===== src/rtl/sat_accumulator_pkg.sv =====
// Purpose : shared FSM encoding, saturation rails and clamp helper for sat_accumulator.
// Latency : n/a (types and constants only).
// Backpressure: n/a.
package sat_accumulator_pkg;

  // Frame FSM: ACC collects samples, HOLD presents one result to the consumer.
  typedef enum logic {
    ACC  = 1'b0,
    HOLD = 1'b1
  } state_e;

  localparam logic [7:0] SAT_MAX = 8'h7F;
  localparam logic [7:0] SAT_MIN = 8'h80;

  // On signed overflow both operands share a sign, so the sample's sign
  // alone tells which rail was crossed.
  function automatic logic [7:0] sat_select(input logic       ovf,
                                            input logic       sample_sign,
                                            input logic [7:0] raw_sum);
    logic [7:0] res;
    res = raw_sum;
    if (ovf) begin
      res = sample_sign ? SAT_MIN : SAT_MAX;
    end
    return res;
  endfunction

endpackage


===== src/rtl/sat_accumulator_adder.sv =====
// Purpose : 8-bit two's-complement ripple-carry adder, carry-in 0, with signed overflow.
// Latency : combinational, zero cycles.
// Backpressure: none; pure function of a and b.
//
// Ports:
//   a, b : 8-bit operands (accumulator and incoming sample)
//   sum  : a + b modulo 256
//   ovf  : signed overflow = carry into MSB XOR carry out of MSB
module sat_accumulator_adder (
  input  logic [7:0] a,
  input  logic [7:0] b,
  output logic [7:0] sum,
  output logic       ovf
);

  logic carry;
  logic carry_into_msb;

  // Carry is rippled through a blocking variable so the chain is a plain
  // sequence of full adders rather than a self-referencing vector.
  always_comb begin
    sum            = '0;
    carry          = 1'b0;
    carry_into_msb = 1'b0;
    for (int i = 0; i < 8; i++) begin
      if (i == 7) begin
        carry_into_msb = carry;
      end
      sum[i] = a[i] ^ b[i] ^ carry;
      carry  = (a[i] & b[i]) | (carry & (a[i] ^ b[i]));
    end
    ovf = carry_into_msb ^ carry;
  end

endmodule


===== src/rtl/sat_accumulator.sv =====
// Purpose : sums frames of COUNT signed 8-bit samples with saturation and a sticky sat flag.
// Latency : out_valid rises the cycle after the edge accepting the COUNT-th sample.
// Backpressure: HOLD state freezes the result and deasserts in_ready until out_ready.
//
// Ports:
//   clk       : clock, all state updates on the rising edge
//   rst_n     : synchronous active-low reset, highest priority
//   in_valid  : in_data carries a sample
//   in_ready  : block accepts a sample this cycle (state decode only)
//   in_data   : signed 8-bit sample
//   out_valid : out_data/out_sat carry a frame result (state decode only)
//   out_ready : consumer takes the result this cycle
//   out_data  : signed saturated frame sum
//   out_sat   : a saturation event happened somewhere in the frame
module sat_accumulator
  import sat_accumulator_pkg::*;
#(
  parameter int unsigned COUNT = 4,
  parameter int unsigned CW    = 8
) (
  input  logic       clk,
  input  logic       rst_n,
  input  logic       in_valid,
  output logic       in_ready,
  input  logic [7:0] in_data,
  output logic       out_valid,
  input  logic       out_ready,
  output logic [7:0] out_data,
  output logic       out_sat
);

  localparam logic [CW-1:0] LAST_IDX = CW'(COUNT - 1);

  state_e          state_q, state_d;
  logic [7:0]      acc_q, acc_d;
  logic [CW-1:0]   cnt_q, cnt_d;
  logic            sat_flag_q, sat_flag_d;
  logic [7:0]      out_data_q, out_data_d;
  logic            out_sat_q, out_sat_d;

  logic [7:0]      add_sum;
  logic            add_ovf;
  logic [7:0]      sat_sum;
  logic            accept;
  logic            release_res;

  sat_accumulator_adder u_adder (
    .a   (acc_q),
    .b   (in_data),
    .sum (add_sum),
    .ovf (add_ovf)
  );

  // Clamped value; later samples continue from it, so the rail is not sticky.
  assign sat_sum = sat_select(add_ovf, in_data[7], add_sum);

  // Handshake outputs come straight from the state register so that neither
  // in_valid nor out_ready has a combinational path to the other side.
  assign in_ready  = (state_q == ACC);
  assign out_valid = (state_q == HOLD);
  assign out_data  = out_data_q;
  assign out_sat   = out_sat_q;

  assign accept      = in_valid && in_ready;
  assign release_res = out_valid && out_ready;

  always_comb begin
    state_d    = state_q;
    acc_d      = acc_q;
    cnt_d      = cnt_q;
    sat_flag_d = sat_flag_q;
    out_data_d = out_data_q;
    out_sat_d  = out_sat_q;

    unique case (state_q)
      ACC: begin
        if (accept) begin
          acc_d      = sat_sum;
          sat_flag_d = sat_flag_q | add_ovf;
          cnt_d      = cnt_q + CW'(1);
          if (cnt_q == LAST_IDX) begin
            // Result register captures this accept's contribution directly.
            state_d    = HOLD;
            out_data_d = sat_sum;
            out_sat_d  = sat_flag_q | add_ovf;
          end
        end
      end
      HOLD: begin
        // Samples are ignored here; the clear happens on the handshake edge so
        // the next frame starts from zero the cycle in_ready returns.
        if (release_res) begin
          state_d    = ACC;
          acc_d      = '0;
          cnt_d      = '0;
          sat_flag_d = 1'b0;
        end
      end
      default: begin
        state_d = ACC;
      end
    endcase
  end

  always_ff @(posedge clk) begin
    if (!rst_n) begin
      state_q    <= ACC;
      acc_q      <= '0;
      cnt_q      <= '0;
      sat_flag_q <= 1'b0;
      out_data_q <= '0;
      out_sat_q  <= 1'b0;
    end else begin
      state_q    <= state_d;
      acc_q      <= acc_d;
      cnt_q      <= cnt_d;
      sat_flag_q <= sat_flag_d;
      out_data_q <= out_data_d;
      out_sat_q  <= out_sat_d;
    end
  end

endmodule


===== config.mk =====
export PLATFORM = sky130hd
export DESIGN_NAME = sat_accumulator
export DESIGN_NICKNAME = d
export VERILOG_FILES = /design/src/rtl/sat_accumulator_pkg.sv /design/src/rtl/sat_accumulator_adder.sv /design/src/rtl/sat_accumulator.sv
export SDC_FILE = /design/constraint.sdc
export NUM_CORES = 1
export LEC_CHECK = 0
export ABC_AREA = 0
export CORE_MARGIN = 4
export CORE_UTILIZATION = 50
export DETAILED_ROUTE_END_ITERATION = 8
export DONT_BUFFER_PORTS = 1
export GPL_ROUTABILITY_DRIVEN = 0
export PLACE_DENSITY = 0.75
export SKIP_LAST_GASP = 1
export SYNTH_ARGS = -nofsm -noshare
export SYNTH_HDL_FRONTEND = slang
export SYNTH_SLANG_ARGS = --single-unit

===== constraint.sdc =====
create_clock -name clk -period 5.9 [get_ports clk]
set_input_delay 0.885 -clock clk [delete_from_list [all_inputs] [get_ports clk]]
set_output_delay 0.885 -clock clk [all_outputs]
set_load 0.05 [all_outputs]

==> impl_metrics.toml, run 1 <==
[clock_tree]
insertion_delay_ns = 0.33
htree_levels = 1
clockRootBuffer = "clkbuf_4"
cts_buffer_depth = 2
clk_pin_slew_worst_paths_ns = 0.16
cts_setup_buffers = 0
cts_tree = "built"
clock-sinks = 27
cts_resized = 0
ctsHoldBuffers = 0
numCtsBuffers = 3

[logic_synthesis]
synth.net_count = 171
async_flop_share_pct = 0
synth_top_cell_by_area = "dfxtp_1"
ys.flop_type = "dfxtp_1"
ys_seq_elements = 27
syn_area_per_cell_um2 = 9.800
synth_cell_types = 40
synth_top_area_share_pct = 37.02
yosysWarnings = 0
synth_area_um2 = 1460
synth_edf_count = 0
syn_inst = 149
yosys-top-cells-area = "dfxtp_1 37%, fa_1 11%, mux2i_1 4.1%, inv_1 4.1%, o311ai_2 3.3%"
seq_area_frac_synth_pct = 37.02

[floorplanning]
num_rows = 19
ioPinCount = 23
dieWidth_um = 62.04
core_area_um2 = 2781
die_y_um = 62.04
initial_utilization_pct = 52.50
die_area_um2 = 3849

[global_routing]
grt_overflow = 0
grt_max_degree = 25
grt_pass1_vias = 1067
grt_pass1_wl_um = 4795
antenna_found_initial = 0
groute.usage.overall_pct = 16.51

[worst_setup_path]
start_kind = "primary input"
crit_start = "in_data[0]"
cp-end-kind = "flip-flop"
worstSetupPathType = "in -> reg"
worst-path-buf-inv = 4
worstPathMaxFanout = 13
cp_slowest_stage_delay_ns = 0.39
crit_path_frequent_cell = "fa_1"
crit_chain = "ha_1 > inv_1 > fa_1 > fa_1 > fa_1 > fa_1 > inv_1 > fa_1 > fa_1 > inv_1 > fa_1 > xnor2_1 > buf_4 > mux2_2 > o21ai_1"
critPathArrivalTime_ns = 4.39
reg2reg_from = "acc_q[0]$_SDFFE_PN0P_"
critPathTopFamily = "adder cells"
cp_slowest_cell = "fa_1"
cp_data_required_time_ns = 6.17

[place]
dp_hpwl_um = 2132
portBuffers = 0

[timing]
whs_ns = 0.4900
setup_viol = 0
fin_setup_tns_ns = 0
fin_crit_ns = 4.118
hold_viol_final = 0
timing.fmax_mhz = 242.8
skew_ns = 0.01021
slew_viol_final = 0
rsz0062_at_grt = "false"
maxSlewHeadroom_pct = 49.47
period_share_pct = 69.80
tightest_slew_ns = 0.7568

[route]
drt_iter0_markers = 20
first_pass_iters = 4
drc_errors = 0
wl_per_cell_um = 15.58
vias_per_cell = 5.994
drt_wl_total_um = 2742
antenna_left = 0
num_vias = 1055

[min_path]
min-delay-start = "acc_q[0]$_SDFFE_PN0P_"
hold_path.class = "reg -> reg"

[power]
p_per_area_nw_per_um2 = 282.1
p_leak_uw = 0.0005222
vdd_ir_drop_max_uv = 243.6

[final_layout]
final-seq-area_um2 = 540.5
layout_commonest_cell = "dfxtp_1"
multi_input_area_um2 = 813.3
area_delta_synth_final_pct = 2.057
fill_cells = 247
final_cell_mix = "27 x dfxtp_1, 16 x inv_1, 8 x nand2_1, 8 x fa_1, 6 x mux2i_1"
n_antenna_cell = 0
final_nets = 168
layout-drive-gt1-share_pct = 12.41

[job]
maxCapViolCount = 0

[run_status]
status = "finished clean"
-- cells by family after synthesis --
family	Yosys count	share of synthesized area (%)
adders and majority gates	10	12.68
buffers and inverters	25	7.283
DFF	27	37.02
AOI/OAI and AO/OA	37	20.31
and+or+nand+nor	39	14.91
muxes	10	7.198
xor gates and xnor gates	1	0.5999
-- through the flow --
stage / cells / utilization, % / area (um^2) / setup slack [ns] / power (uW)
floorplan: 149 / - / 1460 / 1.443 / 313.8
global placement: 172 / 52.50 / 1460 / 1.508 / 334.8
detailed placement: 172 / 52.50 / 1460 / 1.400 / 339.2
CTS: 176 / 53.58 / 1490 / 1.764 / 421.9
global route: 176 / 53.58 / 1490 / 1.571 / 450.9
finish: 176 / 53.58 / 1490 / 1.782 / 420.5
-- cell type report --
class / count / share of cell area [%]
flip-flops and latches: 27 / 36.27
multi-input cells: 97 / 54.58
repair buffers: 1 / 0.5038
clock buffers: 3 / 1.511
inverters: 16 / 4.030
clock inverters: 1 / 0.5038
well taps: 31 / 2.603
-- path summary, 6_finish.rpt --
kind / end / slack, ns / depth (start not counted)
setup / recovery: out_data[4]$_SDFFE_PN0P_ / 1.78 / 15
hold / removal: acc_q[0]$_SDFFE_PN0P_ / 0.49 / 1
setup reg to reg: out_data[4]$_SDFFE_PN0P_ / 1.96 / 15
hold reg to reg: acc_q[0]$_SDFFE_PN0P_ / 0.49 / 1
-- routing by layer --
layer  vias to the layer above  wire length (um)  track usage, %
li1                        523                 -               -
met1                       501              1247           21.08
met2                        29              1313           27.96
met3                         2               170           3.719
met4                         0                11           4.545
met5                         -                 0               0
-- where the power goes --
| part | switching, uW | leakage [uW] | internal (uW) | total, uW |
|---|---|---|---|---|
| Clock | 59.1 | 0.0000139 | 25.9 | 85.0 |
| Sequential | 11.4 | 0.000220 | 197 | 209 |
| Combinational | 65.4 | 0.000289 | 61.2 | 127 |
-- sequential cells by signal (all words and copies together) (netlist names) --
register    flops
out_data        8
cnt_q           8
out_valid       1
out_sat         1
acc_q           8
sat_flag_q      1
-- synth_stat cells, types with 2 or more instances --
library cell,count
o31ai_1,2
fa_1,8
clkbuf_1,3
or2_2,3
mux2i_1,6
o21ai_1,5
mux2_2,4
nand4_1,2
a21boi_0,3
o32ai_1,4
o211ai_1,2
a21oi_1,4
or3_1,4
a22oi_1,2
o21ai_0,3
nand2b_1,2
buf_2,4
o311ai_2,3
nand3_1,3
and2_1,2
dfxtp_1,27
ha_1,2
nor2_1,5
o311ai_1,4
inv_1,16
a32o_1,2
nor2b_1,4
nand2_1,8
(Power assumes the default switching activity.)
==> run 2: changes to the inputs <==
- PLACE_DENSITY: 0.75 -> 0.78
- clock period: 5.9 -> 3.7 ns (I/O delays scaled with it)
==> impl_metrics.toml, run 2 (same netlist as run 1, synthesis figures left out) <==
[run_status]
status = "finished, violations left"
violations = "setup timing"

[timing]
fin_ws_ns = -0.03296
hold_viol_final = 0
slew_viol_final = 0
period_share_pct = 100.9
skew_ns = 0.007885
fin_setup_tns_ns = -0.2094
tightest_slew_ns = 0.8797
rsz0062_at_grt = "true"
maxSlewHeadroom_pct = 41.23
timing.fmax_mhz = 267.9
setup_viol = 11
fin_crit_ns = 3.733
whs_ns = 0.3625

[route]
first_pass_iters = 4
drt_wl_total_um = 3084
num_vias = 1091
antenna_left = 0
drt_iter0_markers = 34
wl_per_cell_um = 17.13
vias_per_cell = 6.061
drc_errors = 0

[power]
p_per_area_nw_per_um2 = 471.2
vdd_ir_drop_max_uv = 364.5
p_leak_uw = 0.0005763

[place]
dpl.cell_count = 175
dp_hpwl_um = 2182
portBuffers = 0
dpl_cell_area_um2 = 1511
dpl_worst_slack_ns = -0.3661

[clock_tree]
htree_levels = 1
insertion_delay_ns = 0.32
cts_buffer_depth = 2
cts_tree = "built"
cts_setup_buffers = 0
ctsHoldBuffers = 0
numCtsBuffers = 3
clock-sinks = 27
clk_pin_slew_worst_paths_ns = 0.15
clockRootBuffer = "clkbuf_4"

[worst_setup_path]
r2r_cells = 14
rr_endpoint = "acc_q[3]$_SDFFE_PN0P_"
worstPathMaxFanout = 5
cp-end-kind = "flip-flop"
worstSetupPathType = "reg -> reg"
critPathTopFamily = "adder cells"
worst-path-buf-inv = 3
worst-r2r-setup-slack_ns = -0.03
crit_chain = "ha_4 > inv_2 > fa_2 > fa_2 > fa_2 > fa_2 > inv_2 > fa_2 > fa_2 > inv_2 > fa_2 > xnor2_4 > mux2_4 > o32ai_2"
crit_path_frequent_cell = "fa_2"
start_kind = "flip-flop"
cp_slowest_stage_delay_ns = 0.42
cp_slowest_cell = "fa_2"
reg2reg_from = "acc_q[0]$_SDFFE_PN0P_"
cp_data_required_time_ns = 3.94
critPathArrivalTime_ns = 3.97

[global_routing]
grt_overflow = 0
grt_pass1_vias = 1054
antenna_found_initial = 0
grt_pass1_wl_um = 4892
groute.usage.overall_pct = 17.06
grt_max_degree = 25

[final_layout]
layout-drive-gt1-share_pct = 27.52
n_antenna_cell = 0
finalNonFillerCells = 180
multi_input_area_um2 = 930.9
fill_cells = 234
final_cell_mix = "26 x dfxtp_1, 13 x inv_1, 8 x nand2_1"
final-seq-area_um2 = 541.8
area_delta_synth_final_pct = 11.57
layout_commonest_cell = "dfxtp_1"
design_area_um2 = 1629
final_nets = 172

[min_path]
min_path_cells = 1
min_to = "cnt_q[2]$_SDFFE_PN0P_"
hold_path.class = "in -> reg"
min-delay-start = "rst_n"

[floorplanning]
die_y_um = 62.04
core_area_um2 = 2781
ioPinCount = 23
die_area_um2 = 3849
initial_utilization_pct = 52.50
num_rows = 19
dieWidth_um = 62.04

[job]
maxCapViolCount = 0
run 2: changes by cell type in the layout (fill, tap and decap cells not counted), moves of 3 or more:
cell	before	now
buf_4	1	4
mux2_2	4	0
fa_1	8	1
fa_2	0	7
inv_2	0	3
inv_1	16	13
mux2_4	0	4
o32ai_2	0	4
o32ai_1	4	0
run 2: worst max path at each step:
stage / startpoint / endpoint / slack, ns / cells after the start
after floorplan: in_data[0] / acc_q[5]$_SDFFE_PN0P_ / -0.24 / 15
after global placement: in_data[0] / acc_q[1]$_SDFFE_PN0P_ / -0.28 / 14
after detailed placement: in_data[0] / acc_q[3]$_SDFFE_PN0P_ / -0.37 / 14
after CTS: acc_q[0]$_SDFFE_PN0P_ / out_data[2]$_SDFFE_PN0P_ / 0.003 / 14
after global routing: acc_q[0]$_SDFFE_PN0P_ / out_data[6]$_SDFFE_PN0P_ / -0.15 / 15
final: acc_q[0]$_SDFFE_PN0P_ / acc_q[3]$_SDFFE_PN0P_ / -0.03 / 14
run 2: through the flow:
step	util (%)	power, uW
after CTS	57.04	744.7
after detailed placement	54.34	578.5
after global routing	58.57	816.4
after global placement	54.34	565.1
final	58.57	767.6
after floorplan	-	528.2
run 2: power by group:
| part | switching (uW) | internal [uW] | total, uW |
|---|---|---|---|
| Clock | 87.2 | 40.4 | 128 |
| Combinational | 146 | 158 | 304 |
| Sequential | 21.1 | 315 | 336 |
run 2: final cells by class:
type                    instances  area share [%]
flip-flops and latches         27           33.26
inverters                      16           3.687
multi-input cells              98           57.14
well taps                      31           2.381
clock inverters                 1          0.3072
repair buffers                  4           1.843
clock buffers                   3           1.382
run 2: what timing repair did:
| action | CTS | global route |
|---|---|---|
| gates cloned | 1 | 0 |
| setup endpoints to repair | 16 | 16 |
| pin swaps | 3 | 1 |
| gates resized for setup | 6 | 8 |
run 2: per-layer routing:
| metal | track usage [%] | vias to the layer above | routed length (um) |
|---|---|---|---|
| li1 | - | 532 | - |
| met1 | 21.57 | 527 | 1272 |
| met2 | 28.85 | 24 | 1586 |
| met3 | 3.926 | 8 | 152 |
| met4 | 5.152 | 0 | 73 |
| met5 | 0 | - | 0 |
==> run 3: changes to the inputs <==
- CORE_UTILIZATION: 50 -> 40
- PLACE_DENSITY: 0.78 -> 0.64
- clock period: 3.7 -> 4.73 ns (I/O delays scaled with it)
==> impl_metrics.toml, run 3 (same netlist as run 1, synthesis figures left out) <==
[timing]
hold_viol_final = 0
rsz0062_at_grt = "false"
tightest_slew_ns = 0.7602
fin_ws_ns = 0.6929
fin_setup_tns_ns = 0
setup_viol = 0
skew_ns = 0.004173
slew_viol_final = 0
fin_crit_ns = 4.037
maxSlewHeadroom_pct = 49.25
period_share_pct = 85.35
timing.fmax_mhz = 247.7

[floorplanning]
num_rows = 21
core_area_um2 = 3442
ioPinCount = 23
initial_utilization_pct = 42.42
dieWidth_um = 68.42
die_area_um2 = 4681
die_y_um = 68.42

[final_layout]
final_cell_mix = "27 x dfxtp_1, 16 x inv_1, 8 x nand2_1, 8 x fa_1, 6 x mux2i_1"
area_delta_synth_final_pct = 4.370
final_nets = 168
multi_input_area_um2 = 813.3
layout-drive-gt1-share_pct = 11.72
fill_cells = 335
final-seq-area_um2 = 540.5
design_area_um2 = 1524
layout_commonest_cell = "dfxtp_1"
n_antenna_cell = 0

[global_routing]
grt_max_degree = 25
grt_pass1_wl_um = 4498
grt_pass1_vias = 974
groute.usage.overall_pct = 12.87
grt_overflow = 0
antenna_found_initial = 0

[worst_setup_path]
worstSetupPathType = "in -> reg"
r2r_cells = 15
worst-r2r-setup-slack_ns = 0.77
cp_data_required_time_ns = 4.90
start_kind = "primary input"
cp-end-kind = "flip-flop"
rr_endpoint = "acc_q[4]$_SDFFE_PN0P_"
worstPathMaxFanout = 13
critPathArrivalTime_ns = 4.21
reg2reg_from = "acc_q[0]$_SDFFE_PN0P_"

[route]
num_vias = 1046
wl_per_cell_um = 14.85
vias_per_cell = 5.476
antenna_left = 0
drc_errors = 0
drt_wl_total_um = 2836
drt_iter0_markers = 92
first_pass_iters = 4

[min_path]
min_to = "sat_flag_q$_SDFFE_PN0P_"
min_path_cells = 2
hold_path.class = "reg -> reg"
min-delay-start = "sat_flag_q$_SDFFE_PN0P_"

[clock_tree]
cts_resized = 0
clockRootBuffer = "clkbuf_8"
numCtsBuffers = 3
insertion_delay_ns = 0.27
clock-sinks = 27
clk_pin_slew_worst_paths_ns = 0.09
htree_levels = 1
cts_buffer_depth = 2
cts_tree = "built"
cts_setup_buffers = 0
ctsHoldBuffers = 0

[power]
pwr-share-seq_pct = 47.5
pwr-share-comb_pct = 29.0
p_per_area_nw_per_um2 = 359.8
p_sw_uw = 166.0
vdd_ir_drop_max_uv = 158.5
p_leak_uw = 0.0005310
p_int_uw = 382.3
p_sw_share_pct = 30.27
clkPwrFrac_pct = 23.5

[job]
maxCapViolCount = 0

[place]
portBuffers = 0
dp_hpwl_um = 2171
dpl_cell_area_um2 = 1479
dpl_worst_slack_ns = 0.4219

[run_status]
status = "finished clean"
-- run 3: changes by cell type in the layout (fill, tap and decap cells not counted), sizes merged --
cell	before	now
buf	4	1
clkbuf	3	4
clkinv	1	0
xnor2	2	1
-- run 3: through the flow --
step | hold WS, ns | utilization (%) | cells | power, uW
2_1_floorplan | 0.4316 | - | 149 | 391.5
3_3_place_gp | 0.4531 | 42.97 | 187 | 419.7
3_5_place_dp | 0.4616 | 42.97 | 187 | 422.7
4_1_cts | 0.4862 | 44.27 | 191 | 554.9
5_1_grt | 0.5266 | 44.27 | 191 | 581.9
6_report | 0.4830 | 44.27 | 191 | 548.3
-- run 3: worst max-delay path, stage by stage --
cell	delay [ns]
ha_1	0.12
inv_1	0.04
fa_1	0.37
fa_1	0.39
fa_1	0.39
fa_1	0.36
inv_1	0.07
fa_1	0.19
fa_1	0.21
inv_1	0.08
fa_1	0.38
xnor2_1	0.17
buf_4	0.21
mux2_2	0.39
o32ai_1	0.12
-- run 3: how the worst max path moves through the flow --
stage / to / slack [ns] / start / cells past startpoint
after floorplan: acc_q[4]$_SDFFE_PN0P_ / 0.45 / in_data[0] / 15
after global placement: acc_q[4]$_SDFFE_PN0P_ / 0.50 / in_data[0] / 15
after detailed placement: acc_q[4]$_SDFFE_PN0P_ / 0.42 / in_data[0] / 15
after CTS: acc_q[3]$_SDFFE_PN0P_ / 0.71 / in_data[0] / 15
after global routing: acc_q[4]$_SDFFE_PN0P_ / 0.56 / in_data[0] / 15
final: acc_q[4]$_SDFFE_PN0P_ / 0.69 / in_data[0] / 15
-- run 3: cell type report --
| class | instances | share of cell area, % |
|---|---|---|
| Clock buffer | 4 | 2.956 |
| Sequential cell | 27 | 35.47 |
| Timing Repair Buffer | 1 | 0.4926 |
| Multi-Input combinational cell | 97 | 53.37 |
| Tap cell | 46 | 3.777 |
| Inverter | 16 | 3.941 |
-- run 3: power by group through the flow --
stage	sequential [uW]	clock, uW	combinational (uW)
after floorplan	263	0	128
after global placement	266	0	154
after detailed placement	266	0	157
after CTS	261	136	159
after global routing	263	143	176
final	260	129	159
-- run 3: layer usage --
metal	vias to the layer above	routed length [um]	global-route usage [%]
li1	525	-	-
met1	496	1296	16.25
met2	19	1347	19.43
met3	6	151	3.777
met4	0	40	7.196
met5	-	0	0
